File: config.mk
export PLATFORM = sky130hd
export DESIGN_NAME = rv32i_control_unit
export DESIGN_NICKNAME = d
export VERILOG_FILES = /design/src/rtl/rv32i_control_unit.sv
export SDC_FILE = /design/constraint.sdc
export NUM_CORES = 1
export LEC_CHECK = 0
export CORE_MARGIN = 8
export CORE_UTILIZATION = 44
export DETAILED_ROUTE_END_ITERATION = 16
export PLACE_DENSITY = 0.78
export SLEW_MARGIN = 20
export SYNTH_ARGS = -nofsm -noshare
export SYNTH_HDL_FRONTEND = slang
export SYNTH_SLANG_ARGS = --single-unit
File: constraint.sdc
create_clock -name clk -period 0.99 [get_ports clk]
set_input_delay 0.198 -clock clk [delete_from_list [all_inputs] [get_ports clk]]
set_output_delay 0.198 -clock clk [all_outputs]
set_load 0.01 [all_outputs]
File: src/rtl/rv32i_control_unit.sv
`default_nettype none
// ============================================================================
// Module      : rv32i_control_unit
// Description : Main decoder of the RV32I single-issue core. Turns opcode,
//               funct3 and instr[30] into registered datapath controls, so
//               every control is valid one clock after the instruction fields
//               are presented. rst clears every output immediately.
// Ports       : clk       - clock, outputs update on the rising edge
//               rst       - asynchronous active-high reset
//               opcode    - instr[6:0]
//               fun3      - instr[14:12]
//               func7     - instr[30]
//               ALU_C     - ALU operation code
//               N_PC      - next-PC select (PC+4 / branch / JAL / JALR)
//               IMM_sel   - immediate format (I / S / B / U-or-J)
//               OP_A      - ALU operand A select (rs1 / PC / zero)
//               OP_B      - ALU operand B select (rs2 / immediate)
//               Mem2Reg   - write-back source (load data / ALU result)
//               load      - data-memory read enable
//               store     - data-memory write enable
//               branch    - conditional branch, compare chosen by fun3
//               reg_write - register-file write enable
// Revision    : 1.0 - initial release
// ============================================================================
module rv32i_control_unit (
    input  logic       clk,
    input  logic       rst,
    input  logic [6:0] opcode,
    input  logic [2:0] fun3,
    input  logic       func7,
    output logic [3:0] ALU_C,
    output logic [1:0] N_PC,
    output logic [1:0] IMM_sel,
    output logic [1:0] OP_A,
    output logic       OP_B,
    output logic       Mem2Reg,
    output logic       load,
    output logic       store,
    output logic       branch,
    output logic       reg_write
);

    // ------------------------------------------------------------------
    // Opcodes
    // ------------------------------------------------------------------
    localparam logic [6:0] c_OP_R      = 7'b0110011;
    localparam logic [6:0] c_OP_I_ALU  = 7'b0010011;
    localparam logic [6:0] c_OP_LOAD   = 7'b0000011;
    localparam logic [6:0] c_OP_STORE  = 7'b0100011;
    localparam logic [6:0] c_OP_BRANCH = 7'b1100011;
    localparam logic [6:0] c_OP_JAL    = 7'b1101111;
    localparam logic [6:0] c_OP_JALR   = 7'b1100111;
    localparam logic [6:0] c_OP_LUI    = 7'b0110111;
    localparam logic [6:0] c_OP_AUIPC  = 7'b0010111;

    // ------------------------------------------------------------------
    // ALU operation codes
    // ------------------------------------------------------------------
    localparam logic [3:0] c_ALU_ADD      = 4'b0000;
    localparam logic [3:0] c_ALU_SUB      = 4'b0001;
    localparam logic [3:0] c_ALU_SLL      = 4'b0010;
    localparam logic [3:0] c_ALU_SLT      = 4'b0011;
    localparam logic [3:0] c_ALU_SLTU     = 4'b0100;
    localparam logic [3:0] c_ALU_XOR      = 4'b0101;
    localparam logic [3:0] c_ALU_SRL      = 4'b0110;
    localparam logic [3:0] c_ALU_SRA      = 4'b0111;
    localparam logic [3:0] c_ALU_OR       = 4'b1000;
    localparam logic [3:0] c_ALU_AND      = 4'b1001;
    localparam logic [3:0] c_ALU_A_PLUS_4 = 4'b1011;

    // ------------------------------------------------------------------
    // Select encodings
    // ------------------------------------------------------------------
    localparam logic [1:0] c_NPC_PC4    = 2'b00;
    localparam logic [1:0] c_NPC_BRANCH = 2'b01;
    localparam logic [1:0] c_NPC_JAL    = 2'b10;
    localparam logic [1:0] c_NPC_JALR   = 2'b11;

    localparam logic [1:0] c_IMM_I  = 2'b00;
    localparam logic [1:0] c_IMM_S  = 2'b01;
    localparam logic [1:0] c_IMM_B  = 2'b10;
    localparam logic [1:0] c_IMM_UJ = 2'b11;

    localparam logic [1:0] c_OPA_RS1  = 2'b00;
    localparam logic [1:0] c_OPA_PC   = 2'b01;
    localparam logic [1:0] c_OPA_ZERO = 2'b10;

    // ------------------------------------------------------------------
    // Arithmetic funct3 map shared by register and immediate forms.
    // instr[30] picks SUB only for the register form: in the immediate
    // form that bit belongs to the immediate, so ADDI must ignore it.
    // SRA/SRAI are the only shift variants that honour it in both forms.
    // ------------------------------------------------------------------
    function automatic logic [3:0] alu_from_fun3(
        input logic [2:0] f3,
        input logic       f7,
        input logic       is_reg
    );
        logic [3:0] op;
        op = c_ALU_ADD;
        case (f3)
            3'b000:  op = (is_reg && f7) ? c_ALU_SUB : c_ALU_ADD;
            3'b001:  op = c_ALU_SLL;
            3'b010:  op = c_ALU_SLT;
            3'b011:  op = c_ALU_SLTU;
            3'b100:  op = c_ALU_XOR;
            3'b101:  op = f7 ? c_ALU_SRA : c_ALU_SRL;
            3'b110:  op = c_ALU_OR;
            3'b111:  op = c_ALU_AND;
            default: op = c_ALU_ADD;
        endcase
        return op;
    endfunction

    // ------------------------------------------------------------------
    // Combinational decode
    // ------------------------------------------------------------------
    logic [3:0] w_alu_c;
    logic [1:0] w_n_pc;
    logic [1:0] w_imm_sel;
    logic [1:0] w_op_a;
    logic       w_op_b;
    logic       w_mem2reg;
    logic       w_load;
    logic       w_store;
    logic       w_branch;
    logic       w_reg_write;

    always_comb begin
        // Defaults form the NOP decode: FENCE, SYSTEM and unknown opcodes
        // fall through with no writes and sequential PC.
        w_alu_c     = c_ALU_ADD;
        w_n_pc      = c_NPC_PC4;
        w_imm_sel   = c_IMM_I;
        w_op_a      = c_OPA_RS1;
        w_op_b      = 1'b0;
        w_mem2reg   = 1'b0;
        w_load      = 1'b0;
        w_store     = 1'b0;
        w_branch    = 1'b0;
        w_reg_write = 1'b0;

        case (opcode)
            c_OP_R: begin
                w_alu_c     = alu_from_fun3(fun3, func7, 1'b1);
                w_reg_write = 1'b1;
            end
            c_OP_I_ALU: begin
                w_alu_c     = alu_from_fun3(fun3, func7, 1'b0);
                w_op_b      = 1'b1;
                w_reg_write = 1'b1;
            end
            c_OP_LOAD: begin
                w_alu_c     = c_ALU_ADD;
                w_op_b      = 1'b1;
                w_load      = 1'b1;
                w_mem2reg   = 1'b1;
                w_reg_write = 1'b1;
            end
            c_OP_STORE: begin
                w_alu_c   = c_ALU_ADD;
                w_op_b    = 1'b1;
                w_imm_sel = c_IMM_S;
                w_store   = 1'b1;
            end
            c_OP_BRANCH: begin
                // ALU subtracts so the datapath can derive the compare
                // flags; the actual condition is chosen from fun3 there.
                w_alu_c   = c_ALU_SUB;
                w_n_pc    = c_NPC_BRANCH;
                w_imm_sel = c_IMM_B;
                w_branch  = 1'b1;
            end
            c_OP_JAL: begin
                // ALU computes the link value PC+4; the jump target is
                // formed by the next-PC adder.
                w_alu_c     = c_ALU_A_PLUS_4;
                w_n_pc      = c_NPC_JAL;
                w_imm_sel   = c_IMM_UJ;
                w_op_a      = c_OPA_PC;
                w_reg_write = 1'b1;
            end
            c_OP_JALR: begin
                w_alu_c     = c_ALU_A_PLUS_4;
                w_n_pc      = c_NPC_JALR;
                w_imm_sel   = c_IMM_I;
                w_op_a      = c_OPA_PC;
                w_reg_write = 1'b1;
            end
            c_OP_LUI: begin
                // zero + U-immediate
                w_alu_c     = c_ALU_ADD;
                w_op_a      = c_OPA_ZERO;
                w_op_b      = 1'b1;
                w_imm_sel   = c_IMM_UJ;
                w_reg_write = 1'b1;
            end
            c_OP_AUIPC: begin
                w_alu_c     = c_ALU_ADD;
                w_op_a      = c_OPA_PC;
                w_op_b      = 1'b1;
                w_imm_sel   = c_IMM_UJ;
                w_reg_write = 1'b1;
            end
            default: begin
                w_alu_c = c_ALU_ADD;
            end
        endcase
    end

    // ------------------------------------------------------------------
    // Output registers
    // ------------------------------------------------------------------
    logic [3:0] r_alu_c;
    logic [1:0] r_n_pc;
    logic [1:0] r_imm_sel;
    logic [1:0] r_op_a;
    logic       r_op_b;
    logic       r_mem2reg;
    logic       r_load;
    logic       r_store;
    logic       r_branch;
    logic       r_reg_write;

    always_ff @(posedge clk or posedge rst) begin
        if (rst) begin
            r_alu_c     <= 4'b0000;
            r_n_pc      <= 2'b00;
            r_imm_sel   <= 2'b00;
            r_op_a      <= 2'b00;
            r_op_b      <= 1'b0;
            r_mem2reg   <= 1'b0;
            r_load      <= 1'b0;
            r_store     <= 1'b0;
            r_branch    <= 1'b0;
            r_reg_write <= 1'b0;
        end else begin
            r_alu_c     <= w_alu_c;
            r_n_pc      <= w_n_pc;
            r_imm_sel   <= w_imm_sel;
            r_op_a      <= w_op_a;
            r_op_b      <= w_op_b;
            r_mem2reg   <= w_mem2reg;
            r_load      <= w_load;
            r_store     <= w_store;
            r_branch    <= w_branch;
            r_reg_write <= w_reg_write;
        end
    end

    assign ALU_C     = r_alu_c;
    assign N_PC      = r_n_pc;
    assign IMM_sel   = r_imm_sel;
    assign OP_A      = r_op_a;
    assign OP_B      = r_op_b;
    assign Mem2Reg   = r_mem2reg;
    assign load      = r_load;
    assign store     = r_store;
    assign branch    = r_branch;
    assign reg_write = r_reg_write;

endmodule
`default_nettype wire

==> flow_metrics.py, run 1 <==
metrics = {
    "synth": {
        "ys_async_sr_fraction": 1.000,
        "syn_area_per_cell_um2": 10.12,
        "synthesis.area_um2": 718.2,
        "yosysWarnings": 0,
        "synth-edff-count": 0,
        "yosysTopAreaCellShare": 0.5226,
        "syn_inst": 71,
        "yosysUniqueCellTypes": 29,
        "ys_ff_latch": 15,
        "netlist.top_cell.by_area": "dfrtp_1",
        "synth_fp_nets": 84,
        "synthTopCellsByArea": "dfrtp_1 52%, nand2_1 3.7%, nand3b_1 3.1%, nor2_1 3.1%, a21oi_1 2.8%",
        "ys.flop_type": "dfrtp_1",
        "synth-seq-area-share": 0.5226,
    },
    "floorplanning": {
        "die_area_um2": 3181,
        "die_h_um": 56.40,
        "start_util": 0.4713,
        "ioPinCount": 29,
        "rows": 14,
        "die_w_um": 56.40,
        "coreArea_um2": 1524,
    },
    "cts": {
        "h-tree-depth": 1,
        "cts_sinks": 15,
        "cts_hold_buf": 0,
        "cts_tree": "built",
        "cts.clk_slew.worst_paths_ns": 0.09,
        "cts-root-buf": "clkbuf_4",
        "numCtsBuffers": 3,
        "cts_buffer_depth": 2,
    },
    "timing": {
        "rsz0062_at_grt": "yes",
        "max_freq_ghz": 0.9813,
        "slew_headroom": 0.7924,
        "fin_crit_sh": 1.029,
        "period_minus_slack_ns": 1.019,
        "finalHoldViolCount": 0,
        "setup_slack_ns": -0.02906,
        "worst_pin_slew_ns": 0.3114,
        "finalSetupTns_ns": -0.03544,
        "slew_viol_final": 0,
        "setup_viol": 3,
    },
    "routing": {
        "routed_wl_um": 1822,
        "ant_nets": 0,
        "drtPass1Iterations": 4,
        "num_vias": 677,
        "routed_via_density": 5.168,
        "wl_per_cell_um": 13.91,
        "drt_iter0_drc": 11,
        "drcViolationCount": 0,
    },
    "power": {
        "p_leak_nw": 0.5632,
        "power_mw": 1.178,
        "vdd_drop_max_uv": 729.2,
        "power_density_nw_per_um2": 1094,
    },
    "place": {
        "io_buffers": 28,
        "gp_congestion": 0.7904,
        "dpl.hpwl_um": 1435,
    },
    "worst_setup_path": {
        "path_cells": "buf_6",
        "critPathArrivalTime_ns": 0.82,
        "critPathMaxStageDelay_ns": 0.41,
        "path_max_fanout": 1,
        "cp_top_family": "flip-flops",
        "crit_cells": 1,
        "worstPathRequired_ns": 0.79,
        "start_kind": "flop",
        "critPathBufInv": 1,
        "path_class": "reg -> out",
        "slowest_stage": "dfrtp_1",
        "endpoint_kind": "output port",
    },
    "final_layout": {
        "layout-area-overhead-vs-synth_pct": 49.83,
        "fillers": 136,
        "final_nets": 129,
        "drive_gt1_frac": 0.3826,
        "diodes": 0,
    },
    "global_route": {
        "grt.total_usage": 0.1141,
        "grt_pass1_vias": 680,
        "grt_antenna_before_repair": 0,
        "grt_pass1_wl_um": 2960,
        "grt_max_degree": 16,
        "grt_remaining_overflow": 0,
    },
    "flow_run": {
        "maxCapViolCount": 0,
    },
    "run_status": {
        "violations": "negative setup slack",
        "status": "complete, but fails checks",
    },
    "min_path": {
        "hold_path.class": "in -> async",
    },
}
cell usage in the layout, fill, tap and decap left out, types with 2 or more instances in the layout:
master	count
a21o_1	2
a21oi_1	4
buf_2	15
buf_4	16
buf_6	2
clkbuf_4	3
clkdlybuf4s50_1	2
dfrtp_1	15
dlygate4sd2_1	10
inv_1	2
nand2_1	7
nand2b_1	2
nand3b_1	3
nor2_1	4
nor3_1	3
o21ai_0	4
power by group:
group / switching, mW / total [mW] / leakage, nW / internal [mW]
clock network: 0.190 / 0.346 / 0.0150 / 0.156
logic: 0.103 / 0.210 / 0.340 / 0.107
registers: 0.00182 / 0.622 / 0.208 / 0.620
total: 0.295 / 1.18 / 0.563 / 0.883
metrics by stage:
| stage | std cells | hold WS (ns) | instance area [um^2] | worst slack (ns) | utilization |
|---|---|---|---|---|---|
| 2_1_floorplan | 71 | 0.09948 | 718.2 | 0.05353 | - |
| 3_3_place_gp | 126 | 0.5127 | 1102 | -0.4415 | 0.7233 |
| 3_5_place_dp | 126 | 0.5182 | 1102 | -0.4782 | 0.7233 |
| 4_1_cts | 131 | 0.2261 | 1057 | -0.02897 | 0.6938 |
| 5_1_grt | 131 | 0.2443 | 1076 | -0.04756 | 0.7061 |
| 6_report | 131 | 0.2204 | 1076 | -0.02906 | 0.7061 |
final cells by class:
class / instances / area (um^2) / share of cell area
sequential: 15 / 375.4 / 0.3488
tap: 16 / 20.02 / 0.01860
timing repair buffer: 45 / 325.3 / 0.3023
clock buffer: 4 / 26.28 / 0.02442
multi-input combinational: 49 / 321.6 / 0.2988
inverter: 2 / 7.507 / 0.006977
final timing paths:
kind                       startpoint          to  slack (ns)
min                               rst  IMM_sel[0]        0.22
max in group asynchronous         rst    ALU_C[3]        0.60
max                             store       store       -0.03
min in group clk            opcode[3]        load        0.38
metal layers:
layer / up-vias / part of all wire / track usage
li1: 336 / - / -
met1: 310 / 0.41 / 0.1265
met2: 27 / 0.49 / 0.1823
met3: 4 / 0.067 / 0.02921
met4: 0 / 0.025 / 0.08591
met5: - / 0 / 0
flip-flops by register name, indices dropped and copies added, names as in the netlist:
register   cells
IMM_sel        2
N_PC           2
ALU_C          4
OP_B           1
load           1
store          1
OP_A           2
branch         1
reg_write      1
cells by family after synthesis:
group,Yosys count,share of synthesized area
flip-flops,15,0.5226
AO/OA/AOI/OAI,14,0.1220
buffers and inverters,7,0.06097
multiplexers,1,0.01394
AND/OR/NAND/NOR,34,0.2805
cell usage after synthesis, types with 2 or more instances:
cell      number
nor3b_1        2
buf_2          2
nand2_1        7
nor3_1         3
and2_1         2
inv_1          2
nand3b_1       3
a21oi_1        4
buf_4          2
dfrtp_1       15
o21ai_0        4
a21o_1         2
nand2b_1       2
nor2_1         6
tightest hold or removal path, cell delays in order:
cell and delay (ns):
clkdlybuf4s50_1 0.40, inv_1 0.05, buf_4 0.21
timing repair:
action                     CTS  global route
pin swaps                    2             1
setup buffers                1             0
setup endpoints to repair   30            18
resized for setup           79             5
No activity file was read; power rests on OpenSTA's default activity.
==> run 2, diff against run 1 <==
REMOVE_ABC_BUFFERS = 1   (was default)
==> run 2 against run 1 <==
The run now ends clean. Wire length decreased by 3.8%. Critical path depth unchanged. Die area unchanged. Maximum frequency increased by 3.0%. Worst hold slack about the same. First-iteration DRC count decreased by 64%. Core utilization decreased by 2.5 points. Non-clock buffer count decreased by 3. Worst setup slack improved by 0.030 ns. Combinational power decreased by 6%. Critical endpoint is now Mem2Reg. Largest power group unchanged.
==> flow_metrics.py, run 2 (synthesis gave the netlist of run 1 again) <==
metrics = {
    "run_status": {
        "status": "completed",
    },
    "cts": {
        "cts_buffer_depth": 2,
        "cts_sinks": 15,
        "cts_setup_buffers": 0,
        "cts-root-buf": "clkbuf_4",
        "numCtsBuffers": 3,
        "cts.clk_slew.worst_paths_ns": 0.09,
        "cts_hold_buf": 0,
        "h-tree-depth": 1,
        "cts_tree": "built",
    },
    "floorplanning": {
        "die_area_um2": 3181,
        "coreArea_um2": 1524,
        "start_util": 0.4713,
        "rows": 14,
        "die_h_um": 56.40,
        "ioPinCount": 29,
        "die_w_um": 56.40,
    },
    "worst_setup_path": {
        "start_kind": "flop",
        "path_max_fanout": 2,
        "critPathArrivalTime_ns": 0.79,
        "critPathMaxStageDelay_ns": 0.38,
        "critPathBufInv": 1,
        "cp_top_family": "flip-flops",
        "endpoint_kind": "output port",
        "slowest_stage": "dfrtp_1",
        "path_cells": "buf_2",
        "worstPathRequired_ns": 0.79,
        "path_class": "reg -> out",
    },
    "timing": {
        "finalHoldViolCount": 0,
        "slew_headroom": 0.8268,
        "finalSetupTns_ns": 0,
        "slew_viol_final": 0,
        "max_freq_ghz": 1.011,
        "worst_pin_slew_ns": 0.2574,
        "setup_viol": 0,
        "period_minus_slack_ns": 0.9890,
        "fin_crit_sh": 0.9989,
        "rsz0062_at_grt": "yes",
    },
    "routing": {
        "routed_wl_um": 1752,
        "num_vias": 647,
        "drt_iter0_drc": 4,
        "wl_per_cell_um": 13.69,
        "routed_via_density": 5.055,
        "drtPass1Iterations": 5,
        "ant_nets": 0,
        "drcViolationCount": 0,
    },
    "place": {
        "dpl-instance-area_um2": 1087,
        "gp_congestion": 0.8095,
        "io_buffers": 28,
        "dpl.hpwl_um": 1329,
    },
    "flow_run": {
        "maxCapViolCount": 0,
    },
    "final_layout": {
        "final_nets": 126,
        "layout-area-overhead-vs-synth_pct": 44.60,
        "fin_area_um2": 1039,
        "diodes": 0,
        "drive_gt1_frac": 0.3661,
        "layout_common_cells": "15 x dfrtp_1, 15 x buf_2, 14 x buf_4, 9 x dlygate4sd2_1, 7 x nand2_1",
        "largest_reg_flops": 4,
    },
    "power": {
        "power_density_nw_per_um2": 1116,
        "vdd_drop_max_uv": 825.9,
        "p_leak_nw": 0.5464,
    },
    "global_route": {
        "grt.total_usage": 0.1100,
        "busiest_layer": "met2",
        "use_met1": 0.1227,
        "grt_max_degree": 16,
        "grt.met2_usage": 0.1918,
        "use_met3": 0.02921,
        "grt_remaining_overflow": 0,
        "grt_pass1_wl_um": 2939,
        "grt_pass1_vias": 665,
        "grt_antenna_before_repair": 0,
    },
    "min_path": {
        "hold_path.class": "in -> async",
    },
}
run 2: timing repair:
action | in CTS | in global routing
setup endpoints to repair | 30 | 20
pin swaps | 1 | 1
gates resized for setup | 76 | 6
run 2: metal layers:
metal	wire length, um	vias to the layer above
met5	0	-
met4	27	0
met3	96	2
met2	848	20
met1	780	297
li1	-	328
run 2: report_power, final:
group | switching, mW | internal, mW | leakage [nW]
registers | 0.00181 | 0.620 | 0.208
clock network | 0.184 | 0.156 | 0.0150
logic | 0.0988 | 0.0989 | 0.323
run 2: layout make-up:
cell class                      count  area, um^2
Fill cell                         126       485.5
Multi-Input combinational cell     49       314.1
Inverter                            2       7.507
Timing Repair Buffer               42       295.3
Tap cell                           16       20.02
Clock buffer                        4       26.28
Sequential cell                    15       375.4
run 2: worst max path at each step:
stage / from / to / depth (start not counted)
final: load / Mem2Reg / 1
after global routing: load / Mem2Reg / 1
after CTS: load / Mem2Reg / 1
after detailed placement: opcode[5] / ALU_C[3] / 4
after global placement: opcode[6] / reg_write / 5
after floorplan: opcode[1] / ALU_C[3] / 3
run 2: through the flow:
step                      power (mW)    util  instances  worst slack, ns  hold WS [ns]
after floorplan               0.6979       -         66          0.09144       0.09948
after global placement        0.8421  0.7135        124          -0.4895        0.5126
after detailed placement      0.8453  0.7135        124          -0.4967        0.5126
after CTS                      1.164  0.6716        128        -0.005666        0.2240
after global routing           1.223  0.6814        128         -0.03581        0.2403
final                          1.159  0.6814        128         0.001041        0.2206
==> run 3, diff against run 2 <==
CAP_MARGIN = 20   (was default)
PLACE_DENSITY = 0.83   (was 0.78)
==> run 3 against run 2 <==
The run now ends with negative setup slack left. Non-clock buffer count is the same. Sequential share of layout area fell by 0.56 points. Combinational power about the same. Sequential cell count stayed put. Die area did not move. Global-route usage increased by 0.48 points. Critical endpoint is now load. Largest power group unchanged.
==> flow_metrics.py, run 3 (synthesis gave the netlist of run 1 again) <==
metrics = {
    "global_route": {
        "grt_remaining_overflow": 0,
        "grt_max_degree": 16,
        "grt_antenna_before_repair": 0,
        "grt_pass1_wl_um": 3036,
        "grt.total_usage": 0.1149,
        "grt_pass1_vias": 655,
    },
    "final_layout": {
        "multiInputGateArea_um2": 309.0,
        "largest_reg_flops": 4,
        "fillers": 128,
        "utilization": 0.6921,
        "seqCellArea_um2": 375.4,
        "drive_gt1_frac": 0.3661,
        "layout-area-overhead-vs-synth_pct": 46.86,
        "fin_area_um2": 1055,
        "layout_common_cells": "15 x dfrtp_1, 13 x buf_4, 12 x buf_2, 8 x dlygate4sd2_1, 7 x nand2_1",
        "final_common_cell": "dfrtp_1",
        "diodes": 0,
        "final_nets": 126,
    },
    "timing": {
        "setup_viol": 2,
        "fin_crit_sh": 1.007,
        "setup_slack_ns": -0.006450,
        "slew_headroom": 0.8281,
        "slew_viol_final": 0,
        "whs_ns": 0.1901,
        "max_freq_ghz": 1.004,
        "period_minus_slack_ns": 0.9965,
        "worst_pin_slew_ns": 0.2579,
        "rsz0062_at_grt": "yes",
        "finalHoldViolCount": 0,
    },
    "worst_setup_path": {
        "path_class": "reg -> out",
        "critPathMaxStageDelay_ns": 0.38,
        "worstPathRequired_ns": 0.79,
        "cp_top_family": "flip-flops",
        "start_kind": "flop",
        "path_cells": "buf_2",
        "endpoint_kind": "output port",
        "path_max_fanout": 2,
        "critPathBufInv": 1,
        "crit_cells": 1,
        "slowest_stage": "dfrtp_1",
        "critPathArrivalTime_ns": 0.80,
    },
    "place": {
        "gp_congestion": 0.8046,
        "dpl.hpwl_um": 1368,
        "dpl-instance-area_um2": 1080,
        "io_buffers": 28,
    },
    "routing": {
        "routed_via_density": 5.094,
        "drtPass1Iterations": 4,
        "drcViolationCount": 0,
        "wl_per_cell_um": 13.23,
        "routed_wl_um": 1693,
        "num_vias": 652,
        "ant_nets": 0,
        "drt_iter0_drc": 8,
    },
    "cts": {
        "cts_sinks": 15,
        "cts-root-buf": "clkbuf_4",
        "cts_buffer_depth": 2,
        "numCtsBuffers": 3,
        "cts.clk_slew.worst_paths_ns": 0.09,
        "h-tree-depth": 1,
        "cts_hold_buf": 0,
        "cts_tree": "built",
    },
    "floorplanning": {
        "die_h_um": 56.40,
        "rows": 14,
        "ioPinCount": 29,
        "die_area_um2": 3181,
        "die_w_um": 56.40,
        "coreArea_um2": 1524,
        "start_util": 0.4713,
    },
    "flow_run": {
        "maxCapViolCount": 0,
    },
    "power": {
        "power_mw": 1.156,
        "power_density_nw_per_um2": 1096,
        "vdd_drop_max_uv": 530.6,
        "p_leak_nw": 0.5557,
    },
    "min_path": {
        "min_to": "branch",
        "holdCritStartpoint": "opcode[2]",
        "min_path_cells": 2,
        "hold_path.class": "in -> reg",
    },
    "run_status": {
        "status": "complete, but fails checks",
        "violations": "negative setup slack",
    },
}
==> run 3: worst max-delay path by stage <==
stage	startpoint	end	slack [ns]
global placement	opcode[6]	reg_write	-0.47
floorplan	opcode[1]	ALU_C[3]	0.09
finish	load	load	-0.006
detailed placement	opcode[6]	reg_write	-0.51
global route	load	Mem2Reg	-0.05
CTS	load	Mem2Reg	-0.02
==> run 3: final cells by class <==
| type | count | area share |
|---|---|---|
| Inverter | 2 | 0.007117 |
| Sequential cell | 15 | 0.3559 |
| Multi-Input combinational cell | 49 | 0.2930 |
| Tap cell | 16 | 0.01898 |
| Timing Repair Buffer | 42 | 0.3001 |
| Clock buffer | 4 | 0.02491 |
==> run 3: what timing repair did <==
action,in CTS,in global routing
buffers inserted,1,0
setup endpoints to repair,31,20
resized for setup,78,9
pin swaps,3,2
==> run 3: layer usage <==
layer,global-route usage,up-vias,part of all wire
li1,-,329,-
met1,0.1220,301,0.40
met2,0.2029,20,0.53
met3,0.02697,2,0.048
met4,0.06186,0,0.016
met5,0,-,0
==> run 3: power by group <==
group / switching, mW / total [mW] / internal (mW)
Combinational: 0.0971 / 0.197 / 0.100
Sequential: 0.00202 / 0.622 / 0.620
Clock: 0.181 / 0.337 / 0.156
==> run 3: metrics by stage <==
| step | setup TNS, ns | std cells | setup slack (ns) |
|---|---|---|---|
| 6_report | -0.01284 | 128 | -0.006450 |
| 3_3_place_gp | -6.791 | 123 | -0.4724 |
| 5_1_grt | -0.2834 | 128 | -0.05007 |
| 4_1_cts | -0.03632 | 128 | -0.01641 |
| 3_5_place_dp | -7.256 | 123 | -0.5128 |
| 2_1_floorplan | 0 | 66 | 0.09144 |
==> edit 1: new RTL, flow settings as in run 1 <==
Register the inputs `opcode`, `fun3` and `func7` before use, cleared by the reset. The logic sees them one clock later.
--- a/src/rtl/rv32i_control_unit.sv
+++ b/src/rtl/rv32i_control_unit.sv
@@ -86,4 +86,20 @@
     localparam logic [1:0] c_OPA_ZERO = 2'b10;
 
+    logic [6:0] opcode_q;
+    logic [2:0] fun3_q;
+    logic func7_q;
+
+    always_ff @(posedge clk or posedge rst) begin
+        if (rst) begin
+            opcode_q <= '0;
+            fun3_q   <= '0;
+            func7_q  <= '0;
+        end else begin
+            opcode_q <= opcode;
+            fun3_q   <= fun3;
+            func7_q  <= func7;
+        end
+    end
+
     // ------------------------------------------------------------------
     // Arithmetic funct3 map shared by register and immediate forms.
@@ -141,11 +157,11 @@
         w_reg_write = 1'b0;
 
-        case (opcode)
+        case (opcode_q)
             c_OP_R: begin
-                w_alu_c     = alu_from_fun3(fun3, func7, 1'b1);
+                w_alu_c     = alu_from_fun3(fun3_q, func7_q, 1'b1);
                 w_reg_write = 1'b1;
             end
             c_OP_I_ALU: begin
-                w_alu_c     = alu_from_fun3(fun3, func7, 1'b0);
+                w_alu_c     = alu_from_fun3(fun3_q, func7_q, 1'b0);
                 w_op_b      = 1'b1;
                 w_reg_write = 1'b1;
Function: changed (a bounded check fails within 4 cycles, from zero or initial values and one cycle with rst high).
==> edit 1 against run 1 <==
The flow still finishes with violations (setup timing). Fmax fell by 19%. Total power rose by 52%. Synthesized area is 39% higher. Critical path depth up 2. Critical endpoint is now ALU_C[3]. Setup slack got worse by 0.24 ns. Design area is 38% higher. Sequential share of layout area rose by 9.2 points. Wire length up 25%. Sequential cell count up 11.
==> edit 1: results (changes against run 1) <==
status complete, but fails checks; violated checks setup timing; WHS 0.1979 ns (-0.02255 ns); nets 142 (+10%); total wire length 2282 um (+25%); sequential-to-total area share from yosys stat 65.33% (+13 points); setup violators final 30 (+27); max reg flops 7 (+3); pre-CTS setup slack -0.1668 ns (+0.3114 ns); mux contribution to synthesized area 1.005% (-0.39 points); peak supply drop 0.8067 mV (+11%); DR vias 788 (+16%); compound-gate portion of the synthesized area 8.794% (-3.4 points); fraction of layout cells with a size suffix above 1 51.97% (+14 points); Slew HR 80.55% (+1.3 points); Placed Instance Area 1404 sq um (+27%); Synth area leaders dfrtp_1 (65%), a21oi_1 (2.5%), nand2_1 (2.3%); Cell variety after synth 31 (+6.9%); setup ws final -0.2659 ns (-0.2368 ns); global-route wire length before repair 3615 um (+22%); routability cong. 0.7832 (-0.91%); Detailed Route Iter0 Violations 27 (+16); Post-Syn Nets 93 (+11%); Static Leak 0.0007269 uW (+29%); CTS HTree Levels 1 (unchanged); R2R Path End ALU_C[3]; pin count of the biggest net entering global routing 27 (+11); clock slew at reported path FFs 0.12 ns (+0.03 ns); vias in the first global route 815 (+20%)
## edit 1: cell types whose count changed after synthesis, sizes merged, moves of 2 or more
cell,delta
and3,+2
dfrtp,+11
o21ai,+2
nor2,-2
and2,-3
nor3,-2
## edit 1: cell type report
| cell class | count | area, sq um |
|---|---|---|
| clock buffer | 3 | 22.52 |
| multi-input combinational | 47 | 374.1 |
| fill | 159 | 681.9 |
| timing repair buffer | 48 | 389.1 |
| sequential | 26 | 655.6 |
| inverter | 3 | 11.26 |
| tap | 28 | 35.03 |
## edit 1: cell families after synthesis
group	after synthesis
buf+inv	7
compound gates	15
flops	26
mux	1
xor+xnor	1
simple gates	30
## edit 1: how the worst max path moves through the flow
| stage | end | cells past startpoint | slack (ns) | from |
|---|---|---|---|---|
| 3_3_place_gp | ALU_C[0] | 3 | -0.11 | opcode_q[3] |
| 2_1_floorplan | store | 3 | -0.09 | opcode_q[3] |
| 3_5_place_dp | ALU_C[0] | 3 | -0.17 | opcode_q[3] |
| 6_report | ALU_C[3] | 3 | -0.27 | opcode_q[3] |
| 4_1_cts | ALU_C[0] | 3 | -0.16 | opcode_q[3] |
| 5_1_grt | ALU_C[3] | 3 | -0.29 | opcode_q[3] |
## edit 1: through the flow
step	std cells	TNS, ns	utilization, %
4_1_cts	153	-2.078	64.99
3_5_place_dp	146	-2.010	64.71
5_1_grt	155	-3.673	68.57
2_1_floorplan	80	-0.4555	-
6_report	155	-2.579	68.57
3_3_place_gp	146	-1.392	64.71
## edit 1: what timing repair did
action                     in CTS  in global routing
hold buffers                    0                  0
gates cloned                    0                  0
setup endpoints to repair      30                 31
resized for setup              73                 20
pin swaps                       9                  4
buffers inserted                4                  2
## edit 1: power by group
group | internal, uW | switching, uW
registers | 1090 | 31.0
logic | 146 | 113
clock network | 142 | 269
total | 1380 | 413
## edit 1: critical path: stages (launching register included)
cell     delay, ns
dfrtp_2       0.48
nor3b_4       0.29
nand4_2       0.19
o21ai_1       0.21
## edit 1: metal layers
| metal | vias to the layer above | share of wire (%) | track usage [%] | wire, um |
|---|---|---|---|---|
| met3 | 6 | 6.1 | 3.357 | 139 |
| met1 | 383 | 39 | 10.95 | 880 |
| met2 | 29 | 53 | 20.03 | 1213 |
| met4 | 0 | 2.1 | 6.128 | 48 |
| li1 | 370 | - | - | - |
| met5 | - | 0 | 0 | 0 |
==> edit 2: new RTL, settings of run 1 <==
Without the edit above. Reset style: synchronous (`rst`), changed in one clocked block. Comments in the files are not updated.
--- a/src/rtl/rv32i_control_unit.sv
+++ b/src/rtl/rv32i_control_unit.sv
@@ -223,5 +223,5 @@
     logic       r_reg_write;
 
-    always_ff @(posedge clk or posedge rst) begin
+    always_ff @(posedge clk) begin
         if (rst) begin
             r_alu_c     <= 4'b0000;
Behaviour: differs if rst is asserted again (counterexample within 4 cycles, from zero or initial values and one cycle with rst high); with rst held inactive, the same outputs for 10 cycles.
==> edit 2 against run 1 <==
Synthesized area down 12%. Largest cell class is now multi-input gates. Design area fell by 7.7%. Setup slack gained 0.081 ns. Sequential cell count did not move. Wire length increased by 2.4%. Total power shrank 4.4%. Critical path depth stayed put. Largest power group unchanged.
==> edit 2: results (changes against run 1) <==
Yosys Warn Count 0 (unchanged); Async SR Flop Fraction 0% (-100 points); Placed Instance Area 1007 sq um (-8.6%); Synth area leaders dfxtp_1 (48%), o21bai_2 (3.6%), a21oi_1 (3.2%); Slew HR 87.69% (+8.5 points); status finished, final reports clean; global-route wire length before repair 2994 um (+1.1%); HP Class in2reg; sequential-to-total area share from yosys stat 47.52% (-4.7 points); crit-path max FO 1 (unchanged); Post-Syn Nets 78 (-7.1%); vias in the first global route 693 (+1.9%); Port Buf Inserts 28 (unchanged); slowest cell on the critical path dfxtp_1; CTS Buf Count 3 (unchanged); Clock Tree Root clkbuf_4; Cell variety after synth 29 (unchanged); routability cong. 0.8067 (+2.1%); post-DR vias/cell 5.040 (-2.5%); CTS max path bufs 2 (unchanged); CP top delay family flip-flops; pin count of the biggest net entering global routing 12 (-4); Congestion Overflow GR 0 (unchanged); CTS HTree Levels 1 (unchanged); fraction of layout cells with a size suffix above 1 50.46% (+12 points); peak supply drop 0.5860 mV (-20%); Crit path largest cell delay 0.33 ns (-0.08 ns); Detailed Route Iter0 Violations 1 (-10); clock slew at reported path FFs 0.09 ns (about the same); GRT Util Overall 13.24% (+1.8 points); initial antenna violation count 0 (unchanged); Static Leak 0.0004862 uW (-14%); pre-CTS setup slack -0.6296 ns (-0.1514 ns); max reg flops 4 (unchanged); total wire length 1866 um (+2.4%); top post-synthesis cells by count dfxtp_1 (15), nand2_1 (5), nor2_1 (5); Synth Flop Type dfxtp_1; nets 123 (-4.7%); DR pass1 iterations 2 (-2); Final HPWL DP 1378 um (-4.0%); antenna cells 0 (unchanged)
[edit 2: changes by cell type in the layout (fill, tap and decap cells not counted), moves of 3 or more]
cell	before	now
dlygate4sd2_1	10	3
buf_4	16	12
dfxtp_1	0	14
dfrtp_1	15	0
buf_2	15	22
nor2b_4	0	3
[edit 2: kinds of logic after synthesis]
family | after synthesis | share of synthesized area, %
buffers and inverters | 3 | 2.376
DFF | 15 | 47.53
and+or+nand+nor | 30 | 29.70
muxes | 1 | 1.584
AOI/OAI and AO/OA | 16 | 18.81
[edit 2: metal layers]
layer	track usage (%)	share of wire, %	vias to the layer above
li1	-	-	316
met1	14.53	43	287
met4	6.303	2.2	0
met3	2.204	6.1	4
met2	23.94	49	18
met5	0	0	-
[edit 2: repair_timing]
item / 4_1_cts / 5_1_grt
endpoints found under the setup margin: 31 / 6
hold buffers: 0 / 0
resized for setup: 100 / 5
pin swaps: 4 / 3
setup buffers: 3 / 0
[edit 2: final timing paths]
check / slack [ns] / start / endpoint / depth (start not counted)
hold / removal: 0.19 / opcode[1] / N_PC[0] / 3
setup / recovery: 0.05 / ALU_C[0] / ALU_C[0] / 1
[edit 2: area by class of cell]
class | count | area [sq um]
Tap cell | 15 | 18.77
Clock buffer | 4 | 26.28
Fill cell | 102 | 324.1
Timing Repair Buffer | 42 | 281.5
Sequential cell | 15 | 301.5
Multi-Input combinational cell | 47 | 361.6
Inverter | 1 | 3.754
[edit 2: through the flow]
step	util (%)	cells
2_1_floorplan	-	65
3_3_place_gp	76.45	117
3_5_place_dp	76.45	117
4_1_cts	74.64	124
5_1_grt	75.40	124
6_report	75.40	124
[edit 2: power by group]
group / leakage (uW) / total (uW) / switching [uW] / internal, uW
combinational: 0.000350 / 167 / 77.3 / 90.1
sequential: 0.000121 / 607 / 0.732 / 607
clock: 0.0000150 / 351 / 194 / 157
